**config.mk**
```make
export PLATFORM = sky130hd
export DESIGN_NAME = rhs_spi_shifter
export DESIGN_NICKNAME = d
export VERILOG_FILES = /design/src/rtl/rhs_spi_pkg.sv /design/src/rtl/rhs_spi_shifter.sv
export SDC_FILE = /design/constraint.sdc
export NUM_CORES = 1
export LEC_CHECK = 0
export BUFFER_PORTS_ARGS = -buffer_cell sky130_fd_sc_hd__buf_2
export CELL_PAD_IN_SITES_DETAIL_PLACEMENT = 0
export CELL_PAD_IN_SITES_GLOBAL_PLACEMENT = 1
export CORE_MARGIN = 4
export CORE_UTILIZATION = 48
export CTS_CLUSTER_SIZE = 30
export DETAILED_ROUTE_END_ITERATION = 16
export GPL_TIMING_DRIVEN = 0
export PLACE_DENSITY_LB_ADDON = 0.3
export SYNTH_ARGS = -nofsm -noshare
export SYNTH_HDL_FRONTEND = slang
export SYNTH_SLANG_ARGS = --single-unit
```
**constraint.sdc**
```tcl
create_clock -name clk -period 3.1 [get_ports clk]
set_input_delay 0.62 -clock clk [delete_from_list [all_inputs] [get_ports clk]]
set_output_delay 0.62 -clock clk [all_outputs]
set_load 0.02 [all_outputs]
```
**src/rtl/rhs_spi_pkg.sv**
```systemverilog
// Shared constants, FSM state type and reply formatting for the RHS SPI
// slave model.
package rhs_spi_pkg;

    localparam logic [1:0]  OP_CONVERT   = 2'b00;
    localparam logic [1:0]  OP_WRITE     = 2'b10;
    localparam logic [1:0]  OP_READ      = 2'b11;
    localparam logic [1:0]  OP_MISC      = 2'b01;

    localparam logic [5:0]  CLEAR_KEY    = 6'b101010;
    localparam int          FRAME_BITS   = 32;
    localparam logic [15:0] WRITE_ACK    = 16'hFFFF;
    localparam logic [7:0]  CHIP_ID_ADDR = 8'd255;

    typedef enum logic [1:0] {
        ST_IDLE,
        ST_SHIFT,
        ST_EXEC,
        ST_WAIT_CS
    } spi_state_t;

    // A CONVERT reply carries the sample in the upper half and the
    // inverted low ten bits in the lower half, so the master can spot
    // bit slips in either half of the frame.
    function automatic logic [31:0] convert_reply(input logic [15:0] ac);
        return {ac, 6'b000000, ~ac[9:0]};
    endfunction

endpackage

```
**src/rtl/rhs_spi_shifter.sv**
```systemverilog
// Oversampled SPI front end: synchronises sclk/cs/mosi onto clk, tracks the
// frame with a small FSM, shifts the command in on sclk rises and the reply
// out on sclk falls. frame_valid is high for exactly one clk per complete
// 32-bit frame; aborted frames never raise it.
module rhs_spi_shifter
    import rhs_spi_pkg::*;
#(
    parameter int SYNC_STAGES = 2
) (
    input  logic        clk,
    input  logic        rstn,
    input  logic        sclk,
    input  logic        cs,
    input  logic        mosi,
    input  logic [31:0] tx_word,
    output logic        miso,
    output logic        frame_valid,
    output logic [31:0] rx_word
);

    logic [SYNC_STAGES-1:0] sclk_sync;
    logic [SYNC_STAGES-1:0] cs_sync;
    logic [SYNC_STAGES-1:0] mosi_sync;
    logic                   sclk_d;
    logic                   cs_d;

    logic                   sclk_s;
    logic                   cs_s;
    logic                   mosi_s;
    logic                   sclk_rise;
    logic                   sclk_fall;
    logic                   cs_fall;
    logic                   last_bit;

    spi_state_t             state;
    spi_state_t             state_nxt;

    logic [5:0]             bit_cnt;
    logic [31:0]            rx_sr;
    logic [31:0]            tx_sr;

    assign sclk_s    = sclk_sync[SYNC_STAGES-1];
    assign cs_s      = cs_sync[SYNC_STAGES-1];
    assign mosi_s    = mosi_sync[SYNC_STAGES-1];

    assign sclk_rise = sclk_s & ~sclk_d;
    assign sclk_fall = ~sclk_s & sclk_d;
    assign cs_fall   = ~cs_s & cs_d;
    assign last_bit  = (bit_cnt == 6'(FRAME_BITS - 1));

    // Synchronise the SPI pins and keep one delayed copy for edge detection;
    // cs resets high so an idle bus looks idle straight out of reset.
    always_ff @(posedge clk or negedge rstn) begin
        if (!rstn) begin
            sclk_sync <= '0;
            cs_sync   <= '1;
            mosi_sync <= '0;
            sclk_d    <= 1'b0;
            cs_d      <= 1'b1;
        end else begin
            sclk_sync <= {sclk_sync[SYNC_STAGES-2:0], sclk};
            cs_sync   <= {cs_sync[SYNC_STAGES-2:0], cs};
            mosi_sync <= {mosi_sync[SYNC_STAGES-2:0], mosi};
            sclk_d    <= sclk_s;
            cs_d      <= cs_s;
        end
    end

    // Frame state register.
    always_ff @(posedge clk or negedge rstn) begin
        if (!rstn) begin
            state <= ST_IDLE;
        end else begin
            state <= state_nxt;
        end
    end

    // Frame sequencing: a cs rise before the 32nd sclk rise abandons the
    // frame without ever passing through EXEC.
    always_comb begin
        state_nxt   = state;
        frame_valid = 1'b0;
        case (state)
            ST_IDLE: begin
                if (cs_fall) begin
                    state_nxt = ST_SHIFT;
                end
            end
            ST_SHIFT: begin
                if (cs_s) begin
                    state_nxt = ST_IDLE;
                end else if (sclk_rise && last_bit) begin
                    state_nxt = ST_EXEC;
                end
            end
            ST_EXEC: begin
                frame_valid = 1'b1;
                state_nxt   = ST_WAIT_CS;
            end
            ST_WAIT_CS: begin
                if (cs_s) begin
                    state_nxt = ST_IDLE;
                end
            end
            default: begin
                state_nxt = ST_IDLE;
            end
        endcase
    end

    // Shift registers and bit counter. The reply word is captured at cs
    // fall; zero fill on the way out keeps miso low after bit 0 no matter
    // how many extra sclk falls arrive.
    always_ff @(posedge clk or negedge rstn) begin
        if (!rstn) begin
            bit_cnt <= '0;
            rx_sr   <= '0;
            tx_sr   <= '0;
        end else if (state == ST_IDLE) begin
            if (cs_fall) begin
                bit_cnt <= '0;
                rx_sr   <= '0;
                tx_sr   <= tx_word;
            end
        end else begin
            if (state == ST_SHIFT && sclk_rise && !cs_s) begin
                rx_sr   <= {rx_sr[30:0], mosi_s};
                bit_cnt <= bit_cnt + 6'd1;
            end
            if (sclk_fall) begin
                tx_sr <= {tx_sr[30:0], 1'b0};
            end
        end
    end

    // The raw cs gate forces miso low the moment the master deselects,
    // without waiting for the synchroniser.
    assign miso    = tx_sr[31] & ~cs & (state != ST_IDLE);
    assign rx_word = rx_sr;

endmodule

```
**Word level (Yosys, flattened, before mapping)**

Cells that the tools add are included.

- Bits in registers: 80
- Output and inout bits: 34
- Word-level logic and storage cells: 52
- Bits of input ports: 37

- Multiplexer cells: 15
- Bitwise gates (word level): 9
- Add/subtract/negate cells: 1
- Equality and inequality tests: 7
- Reductions and logical operators: 11

Operators with widths:

| operator | number |
|---|---|
| 32-bit 2-to-1 mux | 6 |
| 6-bit 2-to-1 mux | 3 |
| 2-bit 2-to-1 mux | 4 |
| 2-bit one-hot mux with 4 select lines | 1 |
| 6-bit by 1-bit adder with 6-bit output (second input constant) | 1 |
| 6-bit by 5-bit equality test with 1-bit output (second input constant) | 1 |
| 2-bit nonzero test | 3 |
| 1-bit bitwise AND | 5 |
| 2-bit equality test (second input constant) | 2 |
| 2-bit inequality test (second input constant) | 2 |
| 1-bit inverter | 4 |
| 2-bit AND reduction | 2 |
| 1-bit logical AND | 3 |
| 3-bit inequality test (second input constant) | 1 |
| 3-bit AND reduction | 1 |
| 2-bit by 1-bit equality test with 1-bit output (second input constant) | 1 |
| 2-bit zero test | 1 |
| 1-bit zero test | 1 |
| 1-bit 2-to-1 mux | 1 |

**Depth between registers and ports, before layout**

- Depth in word-level cells: 6
- Gate-level depth with buffers: 6
- Depth with buffers taken out: 4

**Least setup slack after synthesis**

OpenSTA, ideal clock, no wires.

- Path type: register to output
- Start point: register state[0]
- End point: output miso
- Slack: 1.174 ns
- Stages on the path, launching flop included: 5
- Arrival time: 1.306 ns
- Path buffers: 2
- Data required time: 2.480 ns
- Cells stage by stage: dfrtp_1 > buf_6 > nor2_2 > clkbuf_1 > nor3b_1

- Word-level cells in the longest chain between the ends: 2

RTL lines:

| element | RTL line | RTL |
|---|---|---|
| from (decl) | rhs_spi_shifter.sv:35 | `spi_state_t state;` |
| from (signal assigned) | rhs_spi_shifter.sv:74 | `state <= state_nxt;` |
| 2-bit nonzero test | rhs_spi_shifter.sv:138 | `assign miso = tx_sr[31] & ~cs & (state != ST_IDLE);` |
| 1-bit bitwise AND | rhs_spi_shifter.sv:138 |  |
| to (decl) | rhs_spi_shifter.sv:16 | `output logic miso,` |

Every way passes these cells.

**Final worst setup path**

Ends and elaborated chain as after synthesis.

==> results.tsv <==
stage	metric	value	unit
yosys	mux cell area share after synthesis	23.9	%
sta	Slew HR	61.9	%
sta	RSZ-0062 raised after global routing	no	
place	DP Area	4050	µm²
drt	Initial DRC Count	57	
drt	vias per cell	5.07	
sta	fmax	376	MHz
drt	residual DRC count	0	
worst_setup_path	CP Launch Type	flop	
yosys	largest cells by area after synthesis	dfrtp_1 (54%), mux2_4 (12%), mux2_2 (10%)	
floorplan	row count	31	
finish	Final Instance Count excl. Fillers	421	
yosys	Post-Syn Instances	235	
yosys	Cell variety after synth	35	
worst_hold_path	Worst Hold Class	in -> async	
worst_setup_path	reg2reg start	state[0]	
drt	WL/cell	15.3	µm
finish	Area Growth Syn to Fin	20.5	%
status	status	complete, no violations	
yosys	cell type with the largest total area after synthesis	dfrtp_1	
drt	Routed WL	6460	µm
power_and_ir_drop	Power, Total	3090	µW
clocking	Root Buffer	clkbuf_8	
clocking	Hold Buf Count CTS	0	
clocking	post-CTS resize count	0	
yosys	Yosys reg bits	80	
place	hpwl dp	4410	µm
worst_setup_path	Max FO, Critical Path	10	
clocking	Reg clk slew, reported paths	0.08	ns
finish	number of diodes	0	
finish	Net count, final	355	
yosys	Synth Area in Compound Gates	10.4	%
clocking	Skew-Pair Late Insertion Delay	0.35	ns
floorplan	die area	8830	µm²
global_route	grt ovf	0	
clocking	CTS H-tree lvls	3	
clocking	clock buffer depth	2	
power_and_ir_drop	pwr/cell area	722	nW/µm²
yosys	largest family of logic cells by synthesized area	multiplexers	
yosys	fraction of the mapped netlist area in simple logic gates	4.72	%
clocking	Post-CTS Setup Repair Bufs	0	
place	placed cells	405	
power_and_ir_drop	Max VDD drop	0.000367	V
sta	endpoints failing setup	0	
run	max-cap viol count	0	
yosys	async set-reset flop share out of synthesis	100	%
clocking	CTS Buf Count	9	
yosys	Ys Warns	0	
clocking	clk sinks	80	
yosys	Adder-Cell Fraction of Synth Area	0.353	%
sta	Hold Violations, Final	0	
yosys	Yosys top cell area share	54.3	%
finish	fill cell count	598	
drt	Post-DRT Antenna Nets	0	
finish	share of cells above drive strength 1	51.9	%
floorplan	die width	94.0	µm
sta	Tmin final	2.66	ns
place	GPL Wtd Cong	0.765	
worst_setup_path	critical path type	reg -> out	
yosys	syn nets	273	
global_route	antenna violations before repair	0	
worst_setup_path	Reg2Reg Depth	5	
floorplan	Starting Density	49.2	%
yosys	ys flop type	dfrtp_1	
sta	Setup Skew	0.0153	ns
worst_setup_path	Critical Path RT	2.48	ns
global_route	largest net degree at the start of global routing	57	
clocking	CTS tree	yes	
sta	final worst-path cycle share	85.9	%
finish	final instance area	4270	µm²
finish	Core Util, Final	59.2	%
yosys	register area share after synthesis	56.5	%
worst_setup_path	critical path data arrival time	2.04	ns
yosys	post-synthesis xor/xnor area fraction	0	%
power_and_ir_drop	leakage	0.00211	µW
floorplan	chip height	94.0	µm
sta	final max-slew violation count	0	
yosys	Synth Cell Area	3550	µm²
sta	Sum Neg Setup Slack	0	ns
floorplan	core region area	7210	µm²
yosys	syn_area_per_cell	15.1	µm²
worst_setup_path	CP Launch Point	state[0]	
worst_setup_path	CP endpoint kind	output pin	
place	buffers added on ports	70	
global_route	Tot GR Track Use	16.0	%
floorplan	num ports	71	
worst_setup_path	Reg2Reg Setup Slack	0.94	ns
global_route	global-route wire length before repair	10800	µm
drt	total number of vias	2135	
finish	footprint of the multi-input gates	1400	µm²
drt	Pre-antenna DRT Iters	4	
worst_setup_path	reg2reg end	tx_sr[27]	
yosys	number of synthesized flops with an enable pin	0	
global_route	vias in the first global route	2198	
worst_setup_path	crit path to	miso	
finish	Seq. cell area	2010	µm²
sta	worst-margin pin slew	0.572	ns
-- layout by cell type (no fill, tap or decap), types with 2 or more instances in the layout --
| cell | n |
|---|---|
| a211oi_1 | 2 |
| a22o_1 | 33 |
| buf_12 | 3 |
| buf_2 | 75 |
| buf_6 | 2 |
| bufinv_16 | 2 |
| clkbuf_1 | 6 |
| clkbuf_8 | 9 |
| clkinv_4 | 3 |
| dfrtp_1 | 77 |
| dfstp_2 | 3 |
| inv_1 | 4 |
| mux2_2 | 33 |
| mux2_4 | 29 |
| mux2i_1 | 4 |
| nand2_1 | 5 |
| nand2b_1 | 4 |
| nand3_1 | 2 |
| nor4_1 | 2 |
| or2b_1 | 3 |
-- kinds of logic after synthesis --
family,count (synthesis)
DFF,80
muxes,66
AOI/OAI and AO/OA,42
and+or+nand+nor,26
buffers and inverters,20
adders and majority gates,1
-- flip-flops by register name, indices dropped and copies added, names as in the netlist, named ones only --
name	count
rx_word	32
bit_cnt	6
cs_d	1
mosi_sync	2
cs_sync	2
state	1
sclk_d	1
sclk_sync	2
tx_sr	32
-- synth_stat cells (2+ instances only) --
master	count
mux2_2	33
nand2b_1	4
nand2_1	5
dfstp_2	3
buf_2	6
buf_12	3
clkbuf_1	5
inv_1	4
mux2i_1	4
dfrtp_1	77
buf_6	2
or2b_1	3
a22o_1	33
a211oi_1	2
mux2_4	29
nor4_1	2
nand3_1	2
-- final cells by class --
class | instances | area share [%]
multi-input combinational | 135 | 32.7
timing repair buffer | 71 | 8.90
tap | 99 | 2.90
sequential | 80 | 46.9
inverter | 4 | 0.351
clock buffer | 10 | 2.99
clock inverter | 6 | 2.20
buffer | 16 | 3.07
-- layer usage --
| metal | share of wire (%) | up-vias | GRT usage (%) | routed length, µm |
|---|---|---|---|---|
| met2 | 46 | 38 | 22.5 | 2950 |
| met1 | 48 | 1061 | 22.6 | 3110 |
| met3 | 4.2 | 10 | 4.01 | 271 |
| met5 | 0 | - | 0 | 0 |
| li1 | - | 1026 | - | - |
| met4 | 2.0 | 0 | 8.30 | 131 |
-- critical path: stages, from the launching register on --
cell	delay [ns]
dfrtp_1	0.38
buf_6	0.13
nor2_2	0.37
clkbuf_1	0.50
nor3b_1	0.12
buf_2	0.19
-- power breakdown --
part / switching [µW] / leakage (µW) / internal (µW)
Clock: 384 / 0.000107 / 458
Combinational: 282 / 0.000980 / 547
Sequential: 134 / 0.00103 / 1280
Total: 800 / 0.00211 / 2290
-- worst min path at each step --
stage / end / slack, ns
2_1_floorplan: asynchronous set/reset pin / 0.32
3_3_place_gp: mosi_sync[1] / 0.33
3_5_place_dp: mosi_sync[1] / 0.34
4_1_cts: tx_sr[26] / 0.18
5_1_grt: tx_sr[19] / 0.19
6_report: tx_sr[26] / 0.18
-- per-stage QoR --
step	setup slack, ns	hold slack, ns
global route	0.274	0.185
finish	0.437	0.185
floorplan	1.17	0.324
detailed placement	0.801	0.336
global placement	0.795	0.335
CTS	0.395	0.179
No activity file was read; power rests on OpenSTA's default activity.
